`config.mk`:
```
export PLATFORM = sky130hd
export DESIGN_NAME = rrg_param_loader
export DESIGN_NICKNAME = d
export VERILOG_FILES = /design/src/rtl/rrg_param_loader.sv
export SDC_FILE = /design/constraint.sdc
export NUM_CORES = 1
export LEC_CHECK = 0
export CORE_MARGIN = 1.5
export CORE_UTILIZATION = 45
export CTS_CLUSTER_DIAMETER = 40
export DETAILED_ROUTE_END_ITERATION = 12
export PLACE_DENSITY = 0.73
export SLEW_MARGIN = 30
export SYNTH_ARGS = -nofsm -noshare
export SYNTH_HDL_FRONTEND = slang
export SYNTH_SLANG_ARGS = --single-unit
```
`constraint.sdc`:
```
create_clock -name clk_slow -period 13.7 [get_ports clk_slow]
set_input_delay 2.74 -clock clk_slow [delete_from_list [all_inputs] [get_ports clk_slow]]
set_output_delay 2.74 -clock clk_slow [all_outputs]
set_load 0.01 [all_outputs]
```
`src/rtl/rrg_param_loader.sv`:
```
// rrg_param_loader: serialises one 4-parameter ramp job onto the reg_control/reg_0..3 word bus
// Ports: clk_slow/nReset (sync, active-low); s_valid/s_ready job handshake with s_yset,
// s_rset, s_riset, s_roset (64-bit); reg_control code (0 idle, 1-4 stage, 5 commit) with
// reg_3..reg_0 data; done pulse on commit completion; busy; commit_count (wrapping).
// Option: RRG_LOADER_SKIP_UNCHANGED_EN skips staging words equal to the last committed job.
module rrg_param_loader #(
  parameter int HOLD_CYCLES = 2
) (
  input  logic        clk_slow,
  input  logic        nReset,
  input  logic        s_valid,
  output logic        s_ready,
  input  logic [63:0] s_yset,
  input  logic [63:0] s_rset,
  input  logic [63:0] s_riset,
  input  logic [63:0] s_roset,
  output logic [15:0] reg_control,
  output logic [15:0] reg_3,
  output logic [15:0] reg_2,
  output logic [15:0] reg_1,
  output logic [15:0] reg_0,
  output logic        done,
  output logic        busy,
  output logic [15:0] commit_count
);
  typedef enum logic [1:0] {IDLE, STAGE, COMMIT, GAP} state_t;
  localparam logic [7:0] HOLD_LOAD = 8'(HOLD_CYCLES - 1);
  state_t      r_state, w_state_nx;
  logic [2:0]  r_idx, w_idx_nx, w_nidx, w_cur;
  logic [1:0]  w_sel;
  logic [7:0]  r_hold, w_hold_nx;
  logic [63:0] r_job [4];
  logic [63:0] w_src [4];
  logic [63:0] w_data_nx;
  logic [3:0]  w_wr;
  logic        w_accept;
`ifdef RRG_LOADER_SKIP_UNCHANGED_EN
  logic [63:0] r_last [4];
  logic        r_last_ok;
`endif
  assign s_ready = r_state == IDLE;
  assign busy    = r_state != IDLE;
  // In IDLE the words come straight from the inputs so the first phase can be driven on the accept edge
  assign w_src[0] = s_ready ? s_yset  : r_job[0];
  assign w_src[1] = s_ready ? s_rset  : r_job[1];
  assign w_src[2] = s_ready ? s_riset : r_job[2];
  assign w_src[3] = s_ready ? s_roset : r_job[3];
  assign w_cur    = s_ready ? 3'd0 : r_idx;
`ifdef RRG_LOADER_SKIP_UNCHANGED_EN
  always_comb begin
    w_wr = 4'hF;
    for (int k = 0; k < 4; k++) w_wr[k] = !(r_last_ok && w_src[k] == r_last[k]);
  end
`else
  assign w_wr = 4'hF;
`endif
  always_comb begin
    w_nidx = 3'd5;
    for (int k = 3; k >= 0; k--) if (k >= int'(w_cur) && w_wr[k]) w_nidx = 3'(k + 1);
    w_state_nx = r_state;
    w_idx_nx   = r_idx;
    w_hold_nx  = r_hold - 8'd1;
    w_accept   = 1'b0;
    if (r_state == IDLE) begin
      w_hold_nx = HOLD_LOAD;
      if (s_valid) begin
        w_accept   = 1'b1;
        w_idx_nx   = w_nidx;
        w_state_nx = w_nidx == 3'd5 ? COMMIT : STAGE;
      end
    end else if (r_state == GAP) begin
      w_state_nx = IDLE;
    end else if (r_hold == 8'd0) begin
      w_hold_nx  = HOLD_LOAD;
      w_idx_nx   = w_nidx;
      w_state_nx = r_state == COMMIT ? GAP : (w_nidx == 3'd5 ? COMMIT : STAGE);
    end
    // index 1..4 maps to word 0..3; index 4 wraps through 0 to 3
    w_sel     = w_idx_nx[1:0] - 2'd1;
    w_data_nx = w_state_nx == STAGE ? w_src[w_sel] : 64'd0;
  end
  always_ff @(posedge clk_slow) begin
    if (!nReset) begin
      r_state      <= IDLE;
      r_idx        <= 3'd0;
      r_hold       <= 8'd0;
      reg_control  <= 16'd0;
      {reg_3, reg_2, reg_1, reg_0} <= 64'd0;
      done         <= 1'b0;
      commit_count <= 16'd0;
    end else begin
      r_state     <= w_state_nx;
      r_idx       <= w_idx_nx;
      r_hold      <= w_hold_nx;
      reg_control <= w_state_nx == STAGE ? {13'd0, w_idx_nx} : (w_state_nx == COMMIT ? 16'd5 : 16'd0);
      {reg_3, reg_2, reg_1, reg_0} <= w_data_nx;
      done        <= w_state_nx == GAP;
      if (r_state == GAP) commit_count <= commit_count + 16'd1;
    end
  end
  always_ff @(posedge clk_slow) begin
    if (w_accept) begin
      r_job[0] <= s_yset;
      r_job[1] <= s_rset;
      r_job[2] <= s_riset;
      r_job[3] <= s_roset;
    end
  end
`ifdef RRG_LOADER_SKIP_UNCHANGED_EN
  always_ff @(posedge clk_slow) begin
    if (!nReset) begin
      r_last_ok <= 1'b0;
      for (int k = 0; k < 4; k++) r_last[k] <= 64'd0;
    end else if (r_state == COMMIT && w_state_nx == GAP) begin
      r_last_ok <= 1'b1;
      for (int k = 0; k < 4; k++) r_last[k] <= r_job[k];
    end
  end
`endif
endmodule
```
; ---- Word level (Yosys, flattened, before mapping)
; Memory sizes are Yosys's and may differ from the RTL's.
; Index checks and enable logic that the tools add are counted.
; W data, S select, Z words.
[word_totals]
regBits = 110
latch_bits = 0
ram_bits = 256
mem_bits_ro = 0
inputBits = 259
output_inout_bits = 99
wordCells = 66
memories = 1
[op_classes]
addsub = 3
multipliers = 0
n_div = 0
magnitude_cmp = 5
n_eq_ne = 6
shift = 0
muxes = 31
n_bitwise = 2
n_reduce_logical = 6
[mem_list]
columns = memory, depth, word_bits, rd, rd_clocked_by_memory_dff, write_ports, line_no
row1 = r_job, 4, 64, 4, 0, 4, 32  ; logic [63:0] r_job [4];
[op_table]
columns = op, count
row1 = $mux W64, 6
row2 = $bmux W64 S2, 1
row3 = $mux W3, 10
row4 = $add A16 B1 Y16 const B, 1
row5 = $mux W8, 2
row6 = $mux W2, 6
row7 = $eq A2 B2 Y1 const B, 4
row8 = $logic_not A8 Y1, 1
row9 = $sub A8 B1 Y8 const B, 1
row10 = $ge A1 B3 Y1 const A, 2
row11 = $ge A2 B3 Y1 const A, 2
row12 = $mux W1, 6
row13 = $reduce_or A2 Y1, 2
row14 = $eq A3 B3 Y1 const B, 1
row15 = $ge A3 B3 Y1 const B, 1
row16 = $not A2 Y3, 1
row17 = $eq A2 B1 Y1 const B, 1
row18 = $logic_not A2 Y1, 1
row19 = $reduce_and A2 Y1, 1
row20 = $reduce_bool A2 Y1, 1
row21 = $sub A2 B1 Y2 const B, 1
row22 = $not A1 Y1, 1

; ---- Logic depth before layout (Yosys ltp)
; Gate-level depths: netlist of run 1.
[depth]
depth_word = 16
ltp_mapped = 10
ltp_nobuf = 7

; ---- Least setup slack after synthesis of run 1
; No wires, ideal clock.
[synth_timing]
kind = input -> register
start = input s_valid
end = register reg_control[2]
setup_time_ns = 0.128
arrival_ns = 9.151
required_time_ns = 13.572
setup_slack_ns = 4.422
path_stages = 3
n_path_buf = 0
path_cell_list = and2_1 > o22a_1 > o21ai_0
[synth_via]
elab_chain_len = 5
elab_cells_between_ends = 8
cone_classes = eq/ne: 2 / mux: 6
[synth_rtl]
columns = element, line_no
row1 = start: declaration, 11  ; input logic s_valid,
row2 = $mux W2, 66  ; if (s_valid) begin
row3 = $mux W2, 64  ; if (r_state == IDLE) begin
row4 = $eq A2 B2 Y1, 95  ; reg_control <= w_state_nx == STAGE ? {13'd0, w_idx_nx} : (w_state_nx == COMMIT ? 16'd5 : 16'd0);
row5 = $mux W3, 95
row6 = $mux W3 *, 95
row7 = end signal: assignment, 95
row8 = end: declaration, 17  ; output logic [15:0] reg_control,
; Every way passes the cells marked *; elsewhere a longest branch is shown, timed or not.
; A chain may end at the register's enable or synchronous reset.

; ---- Final worst setup path of run 1
[layout_timing]
start = register r_state[0]
end = output s_ready
[layout_via]
elab_chain_len = 1
[layout_rtl]
columns = element, line_no
row1 = start: declaration, 28  ; state_t r_state, w_state_nx;
row2 = start signal: assignment, 92  ; r_state <= w_state_nx;
row3 = $logic_not A2 Y1, 41  ; assign s_ready = r_state == IDLE;
row4 = end: declaration, 12  ; output logic s_ready,
; No other way between the ends.

==> flow_metrics.py, run 1 <==
metrics = {
    "worst_setup_path": {
        "end_kind": "output pin",
        "crit_required_ns": 10.96,
        "path_class": "reg2out",
        "startpoint_type": "flip-flop",
        "crit_chain": "or2_4, clkinv_8, clkdlybuf4s50_1",
        "crit_slowest_cell": "clkdlybuf4s50_1",
        "cp.arrival_ns": 3.17,
        "slowest_delay_ns": 0.68,
        "cp_max_fo": 172,
    },
    "finish": {
        "ff_latch_area_sq_um": 9630,
        "area_growth_pct": 33.8,
        "fin_cells": 2225,
        "multiInputGateArea_sq_um": 4980,
        "drive_gt1_frac": 0.0552,
        "nNetsFinal": 1997,
        "nFillCells": 2668,
    },
    "power": {
        "power_mw": 2.98,
        "vdd_drop_max_mv": 0.0869,
        "p_comb_frac": 0.167,
        "power_switching_mw": 0.750,
        "leakage_nw": 7.37,
        "clkPwrFrac": 0.410,
        "p_int_mw": 2.23,
        "p_seq_frac": 0.423,
        "switching_share": 0.252,
        "p_per_area_nw_per_um2": 146,
    },
    "clocking": {
        "clockBufferDepth": 3,
        "clk_latency_ns": 0.53,
        "postCtsResizedCells": 0,
        "cts_inserted_buffers": 48,
        "path_clk_slew_ns": 0.05,
        "ctsHoldBuffers": 0,
        "h-tree-depth": 2,
        "root_buffer": "clkbuf_16",
        "cts_tree": "yes",
        "cts_setup_buffers": 0,
        "cts_num_sinks": 353,
    },
    "sta": {
        "rsz0062_at_grt": "no",
        "setup_tns_ns": 0,
        "slew_violations": 0,
        "max_freq_ghz": 0.169,
        "final.period_utilization": 0.432,
        "clock_skew_ns": 0.0148,
        "finalSetupViolCount": 0,
        "finalHoldViolCount": 0,
        "fin_hold_ws_ns": 0.506,
        "fin_crit_ns": 5.91,
        "slew_headroom": 0.354,
        "tightest_slew_ns": 0.969,
    },
    "global_routing": {
        "antenna_found_initial": 3,
        "grt_util_all_layers": 0.228,
        "grt_pass1_vias": 11800,
        "grt-ovfl-total": 0,
        "grt_max_degree": 173,
        "grt_pass1_wl_um": 64400,
    },
    "die": {
        "rows": 67,
        "io-pin-count": 358,
        "fp.dieArea_sq_um": 35000,
        "core-area_sq_um": 33400,
        "start_util": 0.456,
        "die_x_um": 187,
        "fp.dieH_um": 187,
    },
    "detailed_routing": {
        "dr.pass1.iters": 5,
        "detail_route.vias_per_cell": 5.54,
        "wirelength_um": 41400,
        "wl_per_cell_um": 18.6,
        "num_vias": 12300,
        "antenna_left": 0,
        "drc": 0,
        "drtIter0Drc": 932,
    },
    "run_status": {
        "status": "complete, no violations",
    },
    "placement": {
        "gp_congestion": 0.830,
        "hpwlAfterDp_um": 25400,
        "io_buffers": 344,
        "dp.cells": 2133,
    },
    "synth": {
        "ys_async_sr_fraction": 0,
        "yosys_warnings": 0,
        "ys_seq_area_frac": 0.632,
        "synth_edf_count": 256,
        "ys_types": 47,
        "synth-seq-cells": 353,
        "avgSynthCellArea_sq_um": 10.5,
        "netlist_area_sq_um": 15200,
        "synth_ff_type": "edfxtp_1",
        "synthCells": 1450,
    },
    "flow_run": {
        "drv_cap": 0,
    },
    "min_path": {
        "hp-class": "reg2reg",
    },
}
==> through the flow <==
step | instance area (sq um) | setup WS (ns) | util
6_report | 20400 | 7.79 | 0.610
4_1_cts | 20300 | 7.94 | 0.608
3_5_place_dp | 18800 | 7.52 | 0.561
5_1_grt | 20400 | 7.55 | 0.609
2_1_floorplan | 15300 | 4.42 | -
3_3_place_gp | 18700 | 7.54 | 0.560
==> area by class of cell <==
type | instances | area share
diodes | 3 | 0.000368
clock buffers | 65 | 0.0655
clock inverters | 23 | 0.0128
inverters | 10 | 0.00245
multi-input cells | 966 | 0.244
flip-flops and latches | 353 | 0.472
well taps | 448 | 0.0275
repair buffers | 357 | 0.175
==> critical path, delay by kind of cell, from the launching register on <==
kind                   cells  cell delay, ns
buffers and inverters      2            1.28
AND/OR/NAND/NOR            1            0.65
flip-flops                 1            0.61
==> power groups by stage <==
stage | Combinational (mW) | Clock [mW] | Sequential, mW
after floorplan | 0.265 | 0 | 1.30
after global placement | 0.486 | 0 | 1.28
after detailed placement | 0.493 | 0 | 1.28
after CTS | 0.497 | 1.24 | 1.26
after global routing | 0.539 | 1.29 | 1.27
final | 0.497 | 1.22 | 1.26
==> path summary, 6_finish.rpt <==
kind              start   endpoint  slack, ns  cells past startpoint
max          r_state[0]    s_ready       7.79                      3
min           r_hold[0]  r_hold[0]       0.51                      1
max reg2reg  r_state[0]   reg_0[2]       8.88                      8
min reg2reg   r_hold[0]  r_hold[0]       0.51                      1
==> synth_stat cells (2+ instances only) <==
| cell type | count | area [sq um] |
|---|---|---|
| a21boi_0 | 6 | 45.0 |
| nor4_1 | 2 | 12.5 |
| nor2b_1 | 3 | 18.8 |
| nand2_1 | 517 | 1940 |
| a31oi_1 | 189 | 1180 |
| clkbuf_1 | 64 | 240 |
| dfxtp_1 | 97 | 1940 |
| ha_1 | 2 | 25.0 |
| or3_1 | 5 | 31.3 |
| edfxtp_1 | 256 | 7690 |
| o21ai_0 | 9 | 45.0 |
| o31ai_1 | 3 | 22.5 |
| and3_1 | 5 | 31.3 |
| xnor2_1 | 13 | 114 |
| nand3_1 | 68 | 340 |
| nor2_1 | 13 | 48.8 |
| nor3_1 | 8 | 40.0 |
| buf_4 | 27 | 203 |
| mux2i_1 | 3 | 30.0 |
| inv_1 | 9 | 33.8 |
| nand4_1 | 2 | 12.5 |
| and2_1 | 16 | 100 |
| a32o_1 | 64 | 641 |
| buf_2 | 41 | 205 |
| o21a_1 | 2 | 15.0 |
| xor2_1 | 5 | 43.8 |
==> placed cells by master (no fill, tap or decap), drive strengths merged, types with 2 or more instances in the layout <==
cell / Yosys / final
a21boi: 6 / 6
a31oi: 189 / 189
a32o: 64 / 64
and2: 16 / 16
and3: 5 / 5
buf: 69 / 13
bufinv: 0 / 5
clkbuf: 64 / 65
clkdlybuf4s50: 0 / 344
clkinv: 0 / 14
clkinvlp: 0 / 4
conb: 1 / 13
dfxtp: 97 / 97
diode: 0 / 3
edfxtp: 256 / 256
ha: 2 / 2
inv: 10 / 10
mux2i: 3 / 3
nand2: 517 / 517
nand3: 68 / 68
nand4: 2 / 2
nor2: 13 / 13
nor2b: 3 / 3
nor3: 9 / 9
nor4: 3 / 3
o21a: 2 / 2
o21ai: 9 / 9
o31ai: 4 / 4
or3: 5 / 5
or3b: 2 / 2
or4: 2 / 2
xnor2: 13 / 13
xor2: 5 / 5
==> sequential cells by signal, summed over array words and instances (netlist names) <==
| register | flops |
|---|---|
| commit_count | 16 |
| done | 1 |
| r_hold | 8 |
| r_idx | 3 |
| r_job | 256 |
| r_state | 2 |
| reg_0 | 16 |
| reg_1 | 16 |
| reg_2 | 16 |
| reg_3 | 16 |
| reg_control | 3 |
==> kinds of logic (layout without fill, tap and decap cells) <==
| kind of cell | count (synthesis) | after routing | share of synthesized area |
|---|---|---|---|
| adders and majority gates | 3 | 3 | 0.00230 |
| and+or+nand+nor | 649 | 649 | 0.175 |
| buffers and inverters | 143 | 455 | 0.0457 |
| AOI/OAI and AO/OA | 280 | 280 | 0.132 |
| DFF | 353 | 353 | 0.632 |
| other | 1 | 16 | 0.000246 |
| muxes | 3 | 3 | 0.00197 |
| xor gates and xnor gates | 18 | 18 | 0.0103 |
==> metal layers <==
layer,vias up,part of all wire,GRT usage
li1,5826,-,-
met1,5939,0.41,0.308
met2,489,0.47,0.363
met3,80,0.084,0.0552
met4,2,0.030,0.0760
met5,-,0.00022,0
Power figures use the tool's default switching activity.
==> run 2: changes to the inputs <==
--- a/config.mk
+++ b/config.mk
@@ -9,7 +9,7 @@
 export CORE_UTILIZATION = 45
 export CTS_CLUSTER_DIAMETER = 40
 export DETAILED_ROUTE_END_ITERATION = 12
-export PLACE_DENSITY = 0.73
+export PLACE_DENSITY = 0.76
 export SLEW_MARGIN = 30
 export SYNTH_ARGS = -nofsm -noshare
 export SYNTH_HDL_FRONTEND = slang
==> constraint.sdc (replaced) <==
create_clock -name clk_slow -period 5.4 [get_ports clk_slow]
set_input_delay 1.08 -clock clk_slow [delete_from_list [all_inputs] [get_ports clk_slow]]
set_output_delay 1.08 -clock clk_slow [all_outputs]
set_load 0.01 [all_outputs]
==> flow_metrics.py, run 2 (synthesis gave the netlist of run 1 again) <==
metrics = {
    "finish": {
        "largest_reg_flops": 256,
        "multiInputGateArea_sq_um": 4980,
        "drive_gt1_frac": 0.0640,
        "nFillCells": 2646,
        "fin_cells": 2237,
        "nNetsFinal": 2002,
        "final_common_cell": "nand2_1",
        "max_flop_register": "r_job",
        "ff_latch_area_sq_um": 9630,
        "final_cell_mix": "517 x nand2_1, 344 x clkdlybuf4s50_1, 256 x edfxtp_1",
        "area_growth_pct": 35.5,
    },
    "worst_setup_path": {
        "worstReg2RegEnd": "reg_0[2]",
        "cp_max_fo": 70,
        "ff2ff_setup_slack_ns": 2.07,
        "path_class": "reg2out",
        "crit_required_ns": 4.32,
        "reg2reg_depth": 7,
        "startpoint_type": "flip-flop",
        "end_kind": "output pin",
        "r2r-start": "r_state[0]",
        "cp.arrival_ns": 2.72,
    },
    "detailed_routing": {
        "detail_route.vias_per_cell": 5.56,
        "drtIter0Drc": 1050,
        "wirelength_um": 42100,
        "num_vias": 12400,
        "drc": 0,
        "wl_per_cell_um": 18.8,
        "antenna_left": 0,
        "dr.pass1.iters": 7,
    },
    "sta": {
        "max_freq_ghz": 0.263,
        "slew_headroom": 0.355,
        "finalHoldViolCount": 0,
        "final.period_utilization": 0.703,
        "setup_tns_ns": 0,
        "fin_crit_ns": 3.80,
        "tightest_slew_ns": 0.968,
        "clock_skew_ns": 0.0138,
        "slew_violations": 0,
        "finalSetupViolCount": 0,
        "rsz0062_at_grt": "no",
    },
    "clocking": {
        "cts_inserted_buffers": 49,
        "root_buffer": "clkbuf_16",
        "path_clk_slew_ns": 0.05,
        "postCtsResizedCells": 0,
        "h-tree-depth": 2,
        "clk_latency_ns": 0.53,
        "cts_tree": "yes",
        "ctsHoldBuffers": 0,
        "cts_num_sinks": 353,
        "cts_setup_buffers": 0,
        "clockBufferDepth": 3,
    },
    "die": {
        "fp.dieArea_sq_um": 35000,
        "core-area_sq_um": 33400,
        "start_util": 0.456,
        "io-pin-count": 358,
        "die_x_um": 187,
        "fp.dieH_um": 187,
        "rows": 67,
    },
    "global_routing": {
        "grt_max_degree": 169,
        "grt_pass1_vias": 12000,
        "grt_pass1_wl_um": 65600,
        "antenna_found_initial": 11,
        "grt-ovfl-total": 0,
        "grt_util_all_layers": 0.233,
    },
    "run_status": {
        "status": "complete, no violations",
    },
    "power": {
        "vdd_drop_max_mv": 0.328,
        "leakage_nw": 7.50,
        "p_per_area_nw_per_um2": 380,
    },
    "min_path": {
        "min_from": "r_hold[0]",
        "whs_endpoint": "r_hold[0]",
        "hold_depth": 1,
        "hp-class": "reg2reg",
    },
    "placement": {
        "hpwlAfterDp_um": 25900,
        "gp_congestion": 0.830,
        "io_buffers": 344,
        "dp.cells": 2137,
    },
    "flow_run": {
        "drv_cap": 0,
    },
}
-- run 2: worst max-delay path: stages (launching register included) --
cell and delay (ns):
dfxtp_1 0.61, or2_4 0.25, buf_4 0.61, clkdlybuf4s50_1 0.67
-- run 2: where the power goes --
group | switching (mW) | internal (mW) | leakage (nW)
Sequential | 0.0663 | 3.13 | 3.23
Clock | 1.19 | 2.18 | 0.864
Combinational | 0.718 | 0.559 | 3.40
Total | 1.98 | 5.87 | 7.50
-- run 2: layout make-up --
cell class	count	area share
sequential	353	0.466
multi-input combinational	966	0.241
timing repair buffer	361	0.177
clock buffer	68	0.0708
tap	448	0.0271
clock inverter	24	0.0147
inverter	10	0.00218
antenna	7	0.000848
-- run 2: worst max path at each step --
| stage | startpoint | endpoint | slack, ns |
|---|---|---|---|
| 2_1_floorplan | s_valid | reg_control[2] | 0.68 |
| 4_1_cts | r_state[0] | s_ready | 1.61 |
| 6_report | r_state[0] | busy | 1.60 |
| 5_1_grt | r_state[0] | s_ready | 1.51 |
| 3_5_place_dp | nReset | reg_0[7] | 1.53 |
| 3_3_place_gp | nReset | reg_0[12] | 1.58 |
-- run 2: metal layers --
metal | up-vias | part of all wire | GRT usage
met3 | 90 | 0.097 | 0.0675
met2 | 524 | 0.48 | 0.375
met1 | 5980 | 0.39 | 0.301
met5 | - | 0.0011 | 0
li1 | 5837 | - | -
met4 | 8 | 0.029 | 0.0819
-- run 2: through the flow --
step | hold WS [ns] | power (mW) | instance area, sq um | utilization | setup slack [ns]
after global placement | 0.493 | 4.49 | 18800 | 0.562 | 1.58
after detailed placement | 0.505 | 4.52 | 18800 | 0.563 | 1.53
after CTS | 0.512 | 7.90 | 20600 | 0.616 | 1.61
after global routing | 0.539 | 8.13 | 20600 | 0.617 | 1.51
after floorplan | 0.456 | 3.96 | 15300 | - | 0.677
final | 0.506 | 7.85 | 20600 | 0.617 | 1.60
==> run 3: changes to the inputs <==
==> constraint.sdc (replaced) <==
create_clock -name clk_slow -period 3.1 [get_ports clk_slow]
set_input_delay 0.62 -clock clk_slow [delete_from_list [all_inputs] [get_ports clk_slow]]
set_output_delay 0.62 -clock clk_slow [all_outputs]
set_load 0.01 [all_outputs]
==> flow_metrics.py, run 3 (synthesis gave the netlist of run 1 again) <==
metrics = {
    "worst_setup_path": {
        "crit_required_ns": 2.48,
        "startpoint_type": "flip-flop",
        "crit_slowest_cell": "clkdlybuf4s50_1",
        "path_buf_inv": 2,
        "critPathTopFamily": "buffers and inverters",
        "crit_chain": "or2_4, inv_8, clkdlybuf4s50_1",
        "cp.arrival_ns": 2.31,
        "path_class": "reg2out",
        "end_kind": "output pin",
        "slowest_delay_ns": 0.64,
        "cp_max_fo": 64,
    },
    "power": {
        "vdd_drop_max_mv": 0.625,
        "leakage_nw": 7.54,
        "p_per_area_nw_per_um2": 656,
    },
    "global_routing": {
        "grt_max_degree": 147,
        "grt_pass1_wl_um": 67400,
        "grt_pass1_vias": 12400,
        "grt_util_all_layers": 0.240,
        "grt-ovfl-total": 0,
        "antenna_found_initial": 7,
    },
    "sta": {
        "finalHoldViolCount": 0,
        "clock_skew_ns": 0.0202,
        "tightest_slew_ns": 0.675,
        "slew_headroom": 0.550,
        "worst_slack_ns": 0.168,
        "max_freq_ghz": 0.341,
        "finalSetupViolCount": 0,
        "fin_crit_ns": 2.93,
        "slew_violations": 0,
        "rsz0062_at_grt": "no",
        "setup_tns_ns": 0,
        "final.period_utilization": 0.946,
    },
    "die": {
        "start_util": 0.456,
        "rows": 67,
        "die_x_um": 187,
        "fp.dieH_um": 187,
        "io-pin-count": 358,
        "core-area_sq_um": 33400,
        "fp.dieArea_sq_um": 35000,
    },
    "clocking": {
        "cts_tree": "yes",
        "cts_inserted_buffers": 51,
        "clockBufferDepth": 3,
        "ctsHoldBuffers": 0,
        "h-tree-depth": 2,
        "cts_num_sinks": 353,
        "clk_latency_ns": 0.56,
        "cts_setup_buffers": 0,
        "postCtsResizedCells": 0,
        "root_buffer": "clkbuf_16",
        "path_clk_slew_ns": 0.05,
    },
    "placement": {
        "gp_congestion": 0.822,
        "io_buffers": 344,
        "pre_cts_slack_ns": 0.259,
        "hpwlAfterDp_um": 27300,
    },
    "detailed_routing": {
        "antenna_left": 0,
        "wl_per_cell_um": 19.1,
        "detail_route.vias_per_cell": 5.56,
        "drtIter0Drc": 860,
        "dr.pass1.iters": 5,
        "drc": 0,
        "num_vias": 12500,
        "wirelength_um": 43000,
    },
    "finish": {
        "largest_reg_flops": 256,
        "area_growth_pct": 36.4,
        "nNetsFinal": 2012,
        "max_flop_register": "r_job",
        "final_cell_mix": "517 x nand2_1, 344 x clkdlybuf4s50_1, 256 x edfxtp_1",
        "final_common_cell": "nand2_1",
        "drive_gt1_frac": 0.0686,
    },
    "min_path": {
        "hp-class": "reg2reg",
    },
    "flow_run": {
        "drv_cap": 0,
    },
    "run_status": {
        "status": "complete, no violations",
    },
}
## run 3: cell types whose count changed in the layout (fill, tap and decap cells not counted)
cell	delta
buf_12	+14
buf_16	-2
buf_4	-3
buf_6	-1
bufinv_16	-1
clkbuf_8	-10
clkinv_1	+2
clkinv_2	+1
clkinv_4	-2
clkinv_8	+1
clkinvlp_4	+4
diode_2	-1
inv_6	+7
inv_8	+1
## run 3: per-stage QoR
step | utilization | cells | total power [mW] | cell area [sq um] | hold WS, ns
floorplan | - | 1462 | 6.88 | 15300 | 0.456
global placement | 0.570 | 2146 | 7.91 | 19100 | 0.484
detailed placement | 0.570 | 2146 | 7.97 | 19100 | 0.482
CTS | 0.621 | 2241 | 13.7 | 20800 | 0.490
global route | 0.621 | 2247 | 14.2 | 20800 | 0.527
finish | 0.621 | 2247 | 13.6 | 20800 | 0.492
## run 3: final timing paths
check	start	to	slack, ns	cells after the start
worst max-delay path	r_state[0]	s_ready	0.17	3
worst min-delay path	r_hold[0]	r_hold[0]	0.49	1
worst max register to register	r_state[0]	reg_3[15]	0.49	7
worst min register to register	r_hold[0]	r_hold[0]	0.49	1
## run 3: metal layers
layer,routed length (um),vias to the layer above,GRT usage
met3,3770,77,0.0651
met1,17200,6008,0.304
met4,1320,2,0.101
li1,-,5853,-
met2,20600,550,0.389
met5,9,-,0
## run 3: power by group
part | internal (mW) | leakage [nW] | switching (mW)
logic | 1.04 | 3.48 | 1.29
registers | 5.45 | 3.23 | 0.112
clock network | 3.54 | 0.822 | 2.22
total | 10.0 | 7.54 | 3.61
## run 3: final cells by class
cell class,count,area [sq um]
clock inverters,37,387
fillers,2710,12700
inverters,10,45.0
diodes,6,15.0
multi-input cells,966,4980
flip-flops and latches,353,9630
repair buffers,369,3840
well taps,448,561
clock buffers,58,1320
